--- src/rtl/decode_if.sv ---
// Handshake and decoded-bundle signals between fetch, the decode stage and execute.
// The decode stage is the slave; the fetch/execute environment is the master.
interface decode_if #(
  parameter int XLEN  = 64,
  parameter int CNT_W = 16
);
  logic             flush;
  logic             in_valid;
  logic             in_ready;
  logic [31:0]      in_inst;
  logic [XLEN-1:0]  in_pc;
  logic             out_valid;
  logic             out_ready;
  logic [XLEN-1:0]  out_pc;
  logic [4:0]       rs1;
  logic [4:0]       rs2;
  logic [4:0]       rd;
  logic [XLEN-1:0]  imm;
  logic [2:0]       alu_ctrl;
  logic             alu_src_imm;
  logic             reg_write_enable;
  logic             reg_write_select;
  logic             data_write_enable;
  logic             is_load;
  logic [1:0]       branch;
  logic             illegal;
  logic [CNT_W-1:0] stall_count;

  modport master (
    output flush, in_valid, in_inst, in_pc, out_ready,
    input  in_ready, out_valid, out_pc, rs1, rs2, rd, imm, alu_ctrl, alu_src_imm,
           reg_write_enable, reg_write_select, data_write_enable, is_load, branch,
           illegal, stall_count
  );

  modport slave (
    input  flush, in_valid, in_inst, in_pc, out_ready,
    output in_ready, out_valid, out_pc, rs1, rs2, rd, imm, alu_ctrl, alu_src_imm,
           reg_write_enable, reg_write_select, data_write_enable, is_load, branch,
           illegal, stall_count
  );
endinterface

--- src/rtl/decode_stage.sv ---
// Registered RV64I-subset decode stage: combinational decode into a one-deep output
// register, with load-use bubble insertion, flush and a saturating stall counter.
module decode_stage #(
  parameter int XLEN  = 64,
  parameter int CNT_W = 16
) (
  input  logic    clk,
  input  logic    reset,
  decode_if.slave bus
);
  typedef enum logic [2:0] {ALU_AND = 3'd0, ALU_OR = 3'd1, ALU_ADD = 3'd2, ALU_SUB = 3'd3} alu_e;
  typedef enum logic [1:0] {NO_JUMP = 2'd0, BR_EQ = 2'd1, BR_LT = 2'd2} br_e;

  typedef struct packed {
    logic [XLEN-1:0] pc;
    logic [4:0]      rs1;
    logic [4:0]      rs2;
    logic [4:0]      rd;
    logic [XLEN-1:0] imm;
    alu_e            alu;
    logic            src_imm;
    logic            rwe;
    logic            rws;
    logic            dwe;
    logic            ld;
    br_e             br;
    logic            ill;
  } bundle_t;

  localparam logic [6:0] OP_LOAD   = 7'b0000011;
  localparam logic [6:0] OP_STORE  = 7'b0100011;
  localparam logic [6:0] OP_REG    = 7'b0110011;
  localparam logic [6:0] OP_IMM    = 7'b0010011;
  localparam logic [6:0] OP_BRANCH = 7'b1100011;

  logic [31:0]      inst;
  logic [6:0]       opcode;
  logic [2:0]       funct3;
  logic [6:0]       funct7;
  logic [XLEN-1:0]  imm_i, imm_s, imm_b;
  alu_e             f3_alu;
  logic             f3_ok;
  bundle_t          dec;
  logic             uses_rs1, uses_rs2;
  logic             hazard, accept, stall_event;
  logic             valid_d, valid_q;
  bundle_t          bundle_d, bundle_q;
  logic [CNT_W-1:0] stall_d, stall_q;

  assign inst   = bus.in_inst;
  assign opcode = inst[6:0];
  assign funct3 = inst[14:12];
  assign funct7 = inst[31:25];

  assign imm_i = {{(XLEN-12){inst[31]}}, inst[31:20]};
  assign imm_s = {{(XLEN-12){inst[31]}}, inst[31:25], inst[11:7]};
  assign imm_b = {{(XLEN-13){inst[31]}}, inst[31], inst[7], inst[30:25], inst[11:8], 1'b0};

  // funct3 selects the same operation for R-type and I-type ALU instructions
  always_comb begin
    f3_alu = ALU_AND;
    f3_ok  = 1'b1;
    case (funct3)
      3'b000:  f3_alu = ALU_ADD;
      3'b110:  f3_alu = ALU_OR;
      3'b111:  f3_alu = ALU_AND;
      default: f3_ok  = 1'b0;
    endcase
  end

  always_comb begin
    dec      = '0;
    dec.pc   = bus.in_pc;
    dec.rs1  = inst[19:15];
    dec.rs2  = inst[24:20];
    dec.rd   = inst[11:7];
    dec.alu  = ALU_AND;
    dec.br   = NO_JUMP;
    dec.ill  = 1'b1;
    uses_rs2 = 1'b0;
    case (opcode)
      OP_LOAD: if (funct3 == 3'b011) begin
        dec.ill = 1'b0; dec.rwe = 1'b1; dec.ld = 1'b1;
        dec.alu = ALU_ADD; dec.src_imm = 1'b1; dec.imm = imm_i;
      end
      OP_STORE: if (funct3 == 3'b011) begin
        dec.ill = 1'b0; dec.dwe = 1'b1; dec.alu = ALU_ADD;
        dec.src_imm = 1'b1; dec.imm = imm_s; uses_rs2 = 1'b1;
      end
      OP_REG: begin
        dec.rwe  = 1'b1;
        dec.rws  = 1'b1;
        uses_rs2 = 1'b1;
        if (funct7 == 7'b0000000 && f3_ok) begin
          dec.ill = 1'b0; dec.alu = f3_alu;
        end else if (funct7 == 7'b0100000 && funct3 == 3'b000) begin
          dec.ill = 1'b0; dec.alu = ALU_SUB;
        end
      end
      OP_IMM: if (f3_ok) begin
        dec.ill = 1'b0; dec.rwe = 1'b1; dec.rws = 1'b1;
        dec.alu = f3_alu; dec.src_imm = 1'b1; dec.imm = imm_i;
      end
      OP_BRANCH: if (funct3 == 3'b000 || funct3 == 3'b100) begin
        dec.ill = 1'b0; dec.alu = ALU_SUB; dec.imm = imm_b; uses_rs2 = 1'b1;
        dec.br  = funct3[2] ? BR_LT : BR_EQ;
      end
      default: ;
    endcase
    // partially matched encodings must not leak enables or an immediate
    if (dec.ill) begin
      dec.imm     = '0;
      dec.alu     = ALU_AND;
      dec.src_imm = 1'b0;
      dec.rwe     = 1'b0;
      dec.rws     = 1'b0;
      dec.dwe     = 1'b0;
      dec.ld      = 1'b0;
      dec.br      = NO_JUMP;
      uses_rs2    = 1'b0;
    end
    uses_rs1 = !dec.ill;
  end

  assign hazard = valid_q && bundle_q.ld && (bundle_q.rd != 5'd0) &&
                  ((uses_rs1 && dec.rs1 == bundle_q.rd) || (uses_rs2 && dec.rs2 == bundle_q.rd));

  assign bus.in_ready = (!valid_q || bus.out_ready) && !hazard && !bus.flush;
  assign accept       = bus.in_valid && bus.in_ready;
  assign stall_event  = bus.in_valid && hazard && bus.out_ready && !bus.flush;

  always_comb begin
    valid_d  = valid_q;
    bundle_d = bundle_q;
    stall_d  = stall_q;
    if (bus.flush) begin
      valid_d = 1'b0;
    end else if (accept) begin
      valid_d  = 1'b1;
      bundle_d = dec;
    end else if (bus.out_ready) begin
      valid_d = 1'b0;
    end
    if (stall_event && stall_q != {CNT_W{1'b1}}) stall_d = stall_q + CNT_W'(1);
  end

  always_ff @(posedge clk or posedge reset) begin
    if (reset) begin
      valid_q  <= 1'b0;
      bundle_q <= '0;
      stall_q  <= '0;
    end else begin
      valid_q  <= valid_d;
      bundle_q <= bundle_d;
      stall_q  <= stall_d;
    end
  end

  assign bus.out_valid         = valid_q;
  assign bus.out_pc            = bundle_q.pc;
  assign bus.rs1               = bundle_q.rs1;
  assign bus.rs2               = bundle_q.rs2;
  assign bus.rd                = bundle_q.rd;
  assign bus.imm               = bundle_q.imm;
  assign bus.alu_ctrl          = bundle_q.alu;
  assign bus.alu_src_imm       = bundle_q.src_imm;
  assign bus.reg_write_enable  = bundle_q.rwe;
  assign bus.reg_write_select  = bundle_q.rws;
  assign bus.data_write_enable = bundle_q.dwe;
  assign bus.is_load           = bundle_q.ld;
  assign bus.branch            = bundle_q.br;
  assign bus.illegal           = bundle_q.ill;
  assign bus.stall_count       = stall_q;
endmodule

--- src/flat_wrapper.sv ---
// flat-port wrapper written by rule: the top's interface ports become plain ports
module decode_stage_flat 
#(
  parameter int XLEN  = 64,
  parameter int CNT_W = 16
)
  (clk, reset, bus_flush, bus_in_valid, bus_in_inst, bus_in_pc, bus_out_ready, bus_in_ready, bus_out_valid, bus_out_pc, bus_rs1, bus_rs2, bus_rd, bus_imm, bus_alu_ctrl, bus_alu_src_imm, bus_reg_write_enable, bus_reg_write_select, bus_data_write_enable, bus_is_load, bus_branch, bus_illegal, bus_stall_count);
  decode_if #(.XLEN(XLEN), .CNT_W(CNT_W)) bus_i ();
  input  logic clk;
  input  logic reset;
  input wire logic [$bits(bus_i.flush)-1:0] bus_flush;
  input wire logic [$bits(bus_i.in_valid)-1:0] bus_in_valid;
  input wire logic [$bits(bus_i.in_inst)-1:0] bus_in_inst;
  input wire logic [$bits(bus_i.in_pc)-1:0] bus_in_pc;
  input wire logic [$bits(bus_i.out_ready)-1:0] bus_out_ready;
  output wire logic [$bits(bus_i.in_ready)-1:0] bus_in_ready;
  output wire logic [$bits(bus_i.out_valid)-1:0] bus_out_valid;
  output wire logic [$bits(bus_i.out_pc)-1:0] bus_out_pc;
  output wire logic [$bits(bus_i.rs1)-1:0] bus_rs1;
  output wire logic [$bits(bus_i.rs2)-1:0] bus_rs2;
  output wire logic [$bits(bus_i.rd)-1:0] bus_rd;
  output wire logic [$bits(bus_i.imm)-1:0] bus_imm;
  output wire logic [$bits(bus_i.alu_ctrl)-1:0] bus_alu_ctrl;
  output wire logic [$bits(bus_i.alu_src_imm)-1:0] bus_alu_src_imm;
  output wire logic [$bits(bus_i.reg_write_enable)-1:0] bus_reg_write_enable;
  output wire logic [$bits(bus_i.reg_write_select)-1:0] bus_reg_write_select;
  output wire logic [$bits(bus_i.data_write_enable)-1:0] bus_data_write_enable;
  output wire logic [$bits(bus_i.is_load)-1:0] bus_is_load;
  output wire logic [$bits(bus_i.branch)-1:0] bus_branch;
  output wire logic [$bits(bus_i.illegal)-1:0] bus_illegal;
  output wire logic [$bits(bus_i.stall_count)-1:0] bus_stall_count;
  assign bus_i.flush = bus_flush;
  assign bus_i.in_valid = bus_in_valid;
  assign bus_i.in_inst = bus_in_inst;
  assign bus_i.in_pc = bus_in_pc;
  assign bus_i.out_ready = bus_out_ready;
  assign bus_in_ready = bus_i.in_ready;
  assign bus_out_valid = bus_i.out_valid;
  assign bus_out_pc = bus_i.out_pc;
  assign bus_rs1 = bus_i.rs1;
  assign bus_rs2 = bus_i.rs2;
  assign bus_rd = bus_i.rd;
  assign bus_imm = bus_i.imm;
  assign bus_alu_ctrl = bus_i.alu_ctrl;
  assign bus_alu_src_imm = bus_i.alu_src_imm;
  assign bus_reg_write_enable = bus_i.reg_write_enable;
  assign bus_reg_write_select = bus_i.reg_write_select;
  assign bus_data_write_enable = bus_i.data_write_enable;
  assign bus_is_load = bus_i.is_load;
  assign bus_branch = bus_i.branch;
  assign bus_illegal = bus_i.illegal;
  assign bus_stall_count = bus_i.stall_count;
  decode_stage #(.XLEN(XLEN), .CNT_W(CNT_W)) u_core (.clk(clk), .reset(reset), .bus(bus_i));
endmodule
--- config.mk ---
export PLATFORM = sky130hd
export DESIGN_NAME = decode_stage_flat
export DESIGN_NICKNAME = d
export VERILOG_FILES = /design/src/rtl/decode_if.sv /design/src/rtl/decode_stage.sv /design/src/flat_wrapper.sv
export SDC_FILE = /design/constraint.sdc
export NUM_CORES = 1
export LEC_CHECK = 0
export CORE_ASPECT_RATIO = 0.9
export CORE_MARGIN = 5
export CORE_UTILIZATION = 38
export DETAILED_ROUTE_END_ITERATION = 7
export GPL_TIMING_DRIVEN = 0
export PLACE_DENSITY = 0.74
export SYNTH_ARGS = -nofsm -noshare
export SYNTH_HDL_FRONTEND = slang
export SYNTH_SLANG_ARGS = --single-unit
export TNS_END_PERCENT = 50
--- constraint.sdc ---
create_clock -name clk -period 3.9 [get_ports clk]
set_input_delay 0.78 -clock clk [delete_from_list [all_inputs] [get_ports clk]]
set_output_delay 0.78 -clock clk [all_outputs]
set_load 0.03 [all_outputs]
======== Yosys cells after proc, flatten, opt, wreduce, memory -nomap -nowiden ========
Cells that the tools add are included.
word-level totals
  bits in registers ....................... 171
  bits of input ports ..................... 101
  output and inout port bits .............. 172
  word-level logic and storage cells ...... 89
operators by class
  add/sub/neg operators ................... 1
  equal/unequal tests ..................... 13
  multiplexer cells ....................... 31
  bitwise logic cells ..................... 1
  reductions and logical operators ........ 28
operators with widths
  operator               count
  $pmux 64 s4            1
  $mux 74                1
  $mux 70                1
  $mux 69                1
  $mux 68                1
  $mux 67                1
  $eq 7x6->1 const B     3
  $add 16x1->16 const B  1
  $ne 16x16->1 const B   1
  $pmux 3 s5             1
  $logic_and 1x1->1      14
  $mux 1                 13
  $eq 5x5->1             2
  $eq 3x3->1 const B     3
  $pmux 1 s3             3
  $mux 2                 4
  $eq 7x2->1 const B     1
  $eq 7x5->1 const B     1
  $eq 7x7->1 const B     1
  $logic_not 7->1        1
  $reduce_bool 5->1      1
  $logic_not 1->1        4
  $pmux 1 s4             1
  $pmux 2 s2             1
  10 further kinds       12

======== Depth between registers and ports, before layout ========
  depth after elaboration ................. 16
  gate-level depth with buffers ........... 9
  gate-level depth less buffers ........... 6

======== Least setup slack after synthesis ========
Ideal clock, no wire load.
  path kind ............................... input to output
  start point ............................. in bus_in_inst[12]
  end point ............................... out bus_in_ready
  data arrival time ....................... 2.514 ns
  required time ........................... 3.120 ns
  setup slack ............................. 0.606 ns
  cell stages on the path ................. 7
  path buffers ............................ 2
  cells stage by stage .................... buf_2 -> nor4bb_4 -> o2111a_2 -> o2111a_1 -> o2111ai_4 -> buf_2 -> and2_1
on the way
  word-level cells in the longest chain between the ends .. 13
ends and longest elaborated chain
  what                                                  line                                                         RTL
  start, declared                                       flat_wrapper.sv:13                                           input wire logic [$bits(bus_i.in_inst)-1:0] bus_in_inst;
  $eq 3x3->1 / $logic_not 3->1 (equally long branches)  decode_stage.sv:63, decode_stage.sv:96, decode_stage.sv:104
  $reduce_or 3->1 (no line)                             --
  $mux 1                                                decode_stage.sv:63                                           case (funct3)
  $logic_and 1x1->1                                     decode_stage.sv:94                                           if (funct7 == 7'b0000000 && f3_ok) begin
  $mux 1                                                decode_stage.sv:94
  $pmux 1 s4                                            decode_stage.sv:81                                           case (opcode)
  $mux 1 / $logic_not 1->1 (equally long branches)      decode_stage.sv:111, decode_stage.sv:122
  $logic_and 1x1->1                                     decode_stage.sv:126                                          ((uses_rs1 && dec.rs1 == bundle_q.rd) || (uses_rs2 && dec.rs2 == bundle_q.rd));
  $logic_or 1x1->1 *                                    decode_stage.sv:126
  $logic_and 1x1->1 *                                   decode_stage.sv:125                                          assign hazard = valid_q && bundle_q.ld && (bundle_q.rd != 5'd0) &&
  $logic_not 1->1 *                                     decode_stage.sv:128                                          assign bus.in_ready = (!valid_q || bus.out_ready) && !hazard && !bus.flush;
  $logic_and 1x1->1 * (2 in a row)                      decode_stage.sv:128
  end, declared                                         flat_wrapper.sv:16                                           output wire logic [$bits(bus_i.in_ready)-1:0] bus_in_ready;
Mark *: on every way between the ends. The rest lies on a longest branch, timed or not.

======== Worst setup path in the final report ========
  start point ............................. in bus_in_inst[1]
  end point ............................... out bus_in_ready
on the way
  word-level cells in the longest chain between the ends .. 10
ends and longest elaborated chain
  what                                              line
  $eq 7x2->1 / $eq 7x6->1 (equally long branches)   decode_stage.sv:81
  $reduce_or 2->1 (no line)                         --
  $pmux 1 s4                                        decode_stage.sv:81
  $mux 1 / $logic_not 1->1 (equally long branches)  decode_stage.sv:111, decode_stage.sv:122
  $logic_and 1x1->1                                 decode_stage.sv:126
  $logic_or 1x1->1 *                                decode_stage.sv:126
  $logic_and 1x1->1 *                               decode_stage.sv:125
  $logic_not 1->1 *                                 decode_stage.sv:128
  $logic_and 1x1->1 * (2 in a row)                  decode_stage.sv:128
Marked as above.

==> flow_results.xml <==
<?xml version="1.0" encoding="UTF-8"?>
<metrics>
  <group name="global_routing">
    <metric name="global_route.overflow_total" unit="">0</metric>
    <metric name="vias_in_the_first_global_route" unit="">4754</metric>
    <metric name="grt_antenna_before_repair" unit="">0</metric>
    <metric name="grt_start_max_net_pins" unit="">54</metric>
    <metric name="grt_pass1_wl" unit="um">26500</metric>
    <metric name="global_route.usage.total" unit="%">18.2</metric>
  </group>
  <group name="timing">
    <metric name="finalSetupViolCount" unit="">0</metric>
    <metric name="setup_tns_final" unit="ps">0</metric>
    <metric name="timing.hold.ws" unit="ps">501</metric>
    <metric name="count_of_final_hold_check_violations" unit="">0</metric>
    <metric name="fmax" unit="MHz">268</metric>
    <metric name="rsz0062_at_grt" unit="">false</metric>
    <metric name="timing.final.crit_period" unit="ps">3730</metric>
    <metric name="max-slew-margin-rel" unit="%">34.0</metric>
    <metric name="finClkSkew" unit="ps">8.89</metric>
    <metric name="finalWorstSetupSlack" unit="ps">169</metric>
    <metric name="max_slew.worst_pin.slew" unit="ps">982</metric>
    <metric name="final.period_utilization" unit="%">95.7</metric>
    <metric name="slew_viol_final" unit="">0</metric>
  </group>
  <group name="worst_hold_path">
    <metric name="timing.hold.worst.class" unit="">reg2reg</metric>
  </group>
  <group name="job">
    <metric name="cap_violations" unit="">0</metric>
  </group>
  <group name="place">
    <metric name="finalWeightedCongestion" unit="">0.878</metric>
    <metric name="port_buffers" unit="">267</metric>
    <metric name="dpl_cell_area" unit="sq mm">0.00908</metric>
    <metric name="hpwl" unit="um">13300</metric>
    <metric name="pre_cts_slack" unit="ps">-471</metric>
  </group>
  <group name="cells_and_area">
    <metric name="diodes" unit="">0</metric>
    <metric name="final_core_util" unit="%">60.9</metric>
    <metric name="area_growth" unit="%">59.1</metric>
    <metric name="fin_nets" unit="">835</metric>
    <metric name="multi_input_comb_area" unit="sq mm">0.00247</metric>
    <metric name="final_cell_area" unit="sq mm">0.00972</metric>
    <metric name="commonest_non_fill_non_tap_cell_in_the_layout" unit="">clkdlybuf4s50_1</metric>
    <metric name="register_area" unit="sq mm">0.00298</metric>
    <metric name="fillCellCount" unit="">1257</metric>
    <metric name="layout.cells.most_common_list" unit="">clkdlybuf4s50_1, dfrtp_1, mux2_4, buf_4, xor2_1</metric>
    <metric name="fraction_of_final_layout_cells_sized_beyond_drive_strength_1" unit="%">28.7</metric>
  </group>
  <group name="power">
    <metric name="p_leak" unit="nW">4.45</metric>
    <metric name="p_sw_share" unit="%">28.1</metric>
    <metric name="p_per_area" unit="mW/mm^2">439</metric>
    <metric name="power.clock.fraction" unit="%">38.9</metric>
    <metric name="power.ir.vdd_worst" unit="mV">0.296</metric>
    <metric name="internal_power" unit="mW">3.07</metric>
    <metric name="power.sequential.fraction" unit="%">34.7</metric>
    <metric name="part_of_the_total_power_dissipated_in_combinational_logic" unit="%">26.4</metric>
    <metric name="p_sw" unit="mW">1.20</metric>
  </group>
  <group name="floorplan">
    <metric name="initial_core_util" unit="%">38.3</metric>
    <metric name="dieWidth" unit="um">144</metric>
    <metric name="fp-row-count" unit="">44</metric>
    <metric name="design.core.area" unit="sq mm">0.0160</metric>
    <metric name="ios" unit="">273</metric>
    <metric name="fp.dieArea" unit="sq mm">0.0187</metric>
    <metric name="dieHeight" unit="um">130</metric>
  </group>
  <group name="detailed_routing">
    <metric name="wl" unit="um">17400</metric>
    <metric name="detail_route.wl_per_cell" unit="um">18.2</metric>
    <metric name="dr_total_vias" unit="">4506</metric>
    <metric name="drc" unit="">0</metric>
    <metric name="post_drt_via_cell_ratio" unit="">4.73</metric>
    <metric name="number_of_design_rule_violations_left_by_the_first_detailed_router_iteration" unit="">187</metric>
    <metric name="drt-pass1-iter-count" unit="">4</metric>
    <metric name="drtAntennaViolNets" unit="">0</metric>
  </group>
  <group name="clock_network">
    <metric name="cts.reportedPaths.clkPinSlew" unit="ps">50</metric>
    <metric name="clock_latency" unit="ps">410</metric>
    <metric name="tritoncts.num_buffers" unit="">17</metric>
    <metric name="clk_path_buf_depth" unit="">2</metric>
    <metric name="postCtsHoldBufs" unit="">0</metric>
    <metric name="cts_tree" unit="">built</metric>
    <metric name="clock_sink_count" unit="">119</metric>
    <metric name="htree_num_levels" unit="">4</metric>
    <metric name="root_buffer" unit="">clkbuf_16</metric>
  </group>
  <group name="worst_setup_path">
    <metric name="startpoint_to_endpoint_class_of_the_critical_path" unit="">in2out</metric>
    <metric name="required" unit="ps">3120</metric>
    <metric name="critPathMaxStageDelay" unit="ps">490</metric>
    <metric name="cp.arrival" unit="ps">2950</metric>
    <metric name="slowest_cell_on_the_critical_path" unit="">clkdlybuf4s50_1</metric>
    <metric name="cp_top_family" unit="">buffers and inverters</metric>
    <metric name="timing.critical_path.cells" unit="">clkdlybuf4s50_1 &gt; and4bb_2 &gt; o2111a_2 &gt; o2111a_1 &gt; o2111ai_4 &gt; buf_2 &gt; and2_1 &gt; clkbuf_2</metric>
    <metric name="end_kind" unit="">output pin</metric>
    <metric name="startpoint_types" unit="">input pin</metric>
    <metric name="critical_path.max_fanout" unit="">10</metric>
    <metric name="path_buf_inv" unit="">3</metric>
  </group>
  <group name="synthesis">
    <metric name="synth_top_cell_area_share" unit="%">48.7</metric>
    <metric name="synth_edf_count" unit="">0</metric>
    <metric name="ys_ff_latch" unit="">119</metric>
    <metric name="synth_async_sr_flop_share" unit="%">100</metric>
    <metric name="synth.cell_area" unit="sq mm">0.00611</metric>
    <metric name="top_ff_cell_synth" unit="">dfrtp_1</metric>
    <metric name="ys_top_cells_by_area" unit="">dfrtp_1, mux2_4, buf_4</metric>
    <metric name="synth-warning-count" unit="">0</metric>
    <metric name="synth_top_area_cell" unit="">dfrtp_1</metric>
    <metric name="synthesized_area_divided_by_synthesized_cell_count" unit="sq um">13.8</metric>
    <metric name="synthesis.instances" unit="">444</metric>
    <metric name="synth_seq_area_share" unit="%">48.7</metric>
    <metric name="synth.lib_cells_used.distinct" unit="">51</metric>
    <metric name="syn-num-nets" unit="">546</metric>
  </group>
  <group name="outcome">
    <metric name="outcome" unit="">finished, final reports clean</metric>
  </group>
</metrics>
-- through the flow --
step | total power, mW | instances
after floorplan | 2.13 | 444
after global placement | 2.61 | 918
after detailed placement | 2.64 | 920
after CTS | 4.32 | 953
after global routing | 4.44 | 953
final | 4.27 | 953
-- registers in the layout, summed over array words and instances, names as in the netlist, 2 cells and up --
| signal | cells |
|---|---|
| u_core.bus.alu_ctrl | 2 |
| u_core.bus.out_pc | 64 |
| u_core.bus.rd | 5 |
| u_core.bus.rs2 | 5 |
| u_core.bus.stall_count | 16 |
| u_core.bus.imm | 13 |
| u_core.bus.branch | 2 |
| u_core.bus.rs1 | 5 |
-- cells by family after synthesis --
kind of cell,share of synthesized area (%)
flip-flops,48.7
multiplexers,23.8
AND/OR/NAND/NOR,8.17
buffers and inverters,10.9
AO/OA/AOI/OAI,4.63
XOR/XNOR,3.58
adder cells (fa/ha/maj),0.205
other,0.0614
-- final timing paths --
check	start	end	slack, ps	cells past startpoint
setup / recovery	bus_in_inst[1]	bus_in_ready	170	8
hold / removal	u_core.bus.stall_count[12]	u_core.bus.stall_count[12]	500	1
setup reg to reg	u_core.bus.rd[4]	u_core.bus.rd[1]	1330	9
hold reg to reg	u_core.bus.stall_count[12]	u_core.bus.stall_count[12]	500	1
max in group asynchronous	reset	u_core.bus.rs2[3]	2270	3
min in group asynchronous	reset	u_core.bus.out_pc[2]	920	2
-- power by group through the flow --
stage               clock network (mW)  logic, mW  registers (mW)
global placement                     0       1.12            1.49
floorplan                            0      0.349            1.78
finish                            1.66       1.13            1.48
CTS                               1.70       1.14            1.48
detailed placement                   0       1.14            1.50
global route                      1.76       1.18            1.50
-- cells in the mapped netlist, drive strengths merged, types with 6 or more instances --
master  instances
nor2b           7
nor2            9
nor4           10
nand4           6
nand3          12
nand2          12
xor2           19
xnor2           6
inv             8
nor3           14
mux2           99
a22o            6
dfrtp         119
buf            69
-- layer usage --
| metal | share of wire, % | wire (um) | track usage [%] |
|---|---|---|---|
| met1 | 42 | 7350 | 23.6 |
| met3 | 7.5 | 1300 | 5.61 |
| met5 | 0 | 0 | 0 |
| met2 | 48 | 8410 | 29.4 |
| met4 | 1.7 | 295 | 5.81 |
-- what timing repair did --
action,CTS,global route
cloned,0,0
buffers inserted,1,0
endpoints found under the setup margin,1,1
pin swaps,1,0
gates resized for setup,2,1
-- worst register-to-register path, stage by stage (launching register included) --
cell	delay (ps)
dfrtp_1	470
xnor2_1	200
nand3_1	110
nor3_1	520
o2111ai_4	160
buf_4	220
nand2_4	90
buf_12	180
buf_8	180
mux2_4	310
-- layout make-up --
| cell class | count | share of cell area (%) |
|---|---|---|
| Multi-Input combinational cell | 247 | 25.4 |
| Clock inverter | 11 | 1.76 |
| Clock buffer | 21 | 4.74 |
| Inverter | 8 | 0.348 |
| Tap cell | 207 | 2.66 |
| Buffer | 70 | 6.51 |
| Sequential cell | 119 | 30.6 |
| Timing Repair Buffer | 270 | 27.9 |
Power figures use the tool's default switching activity.
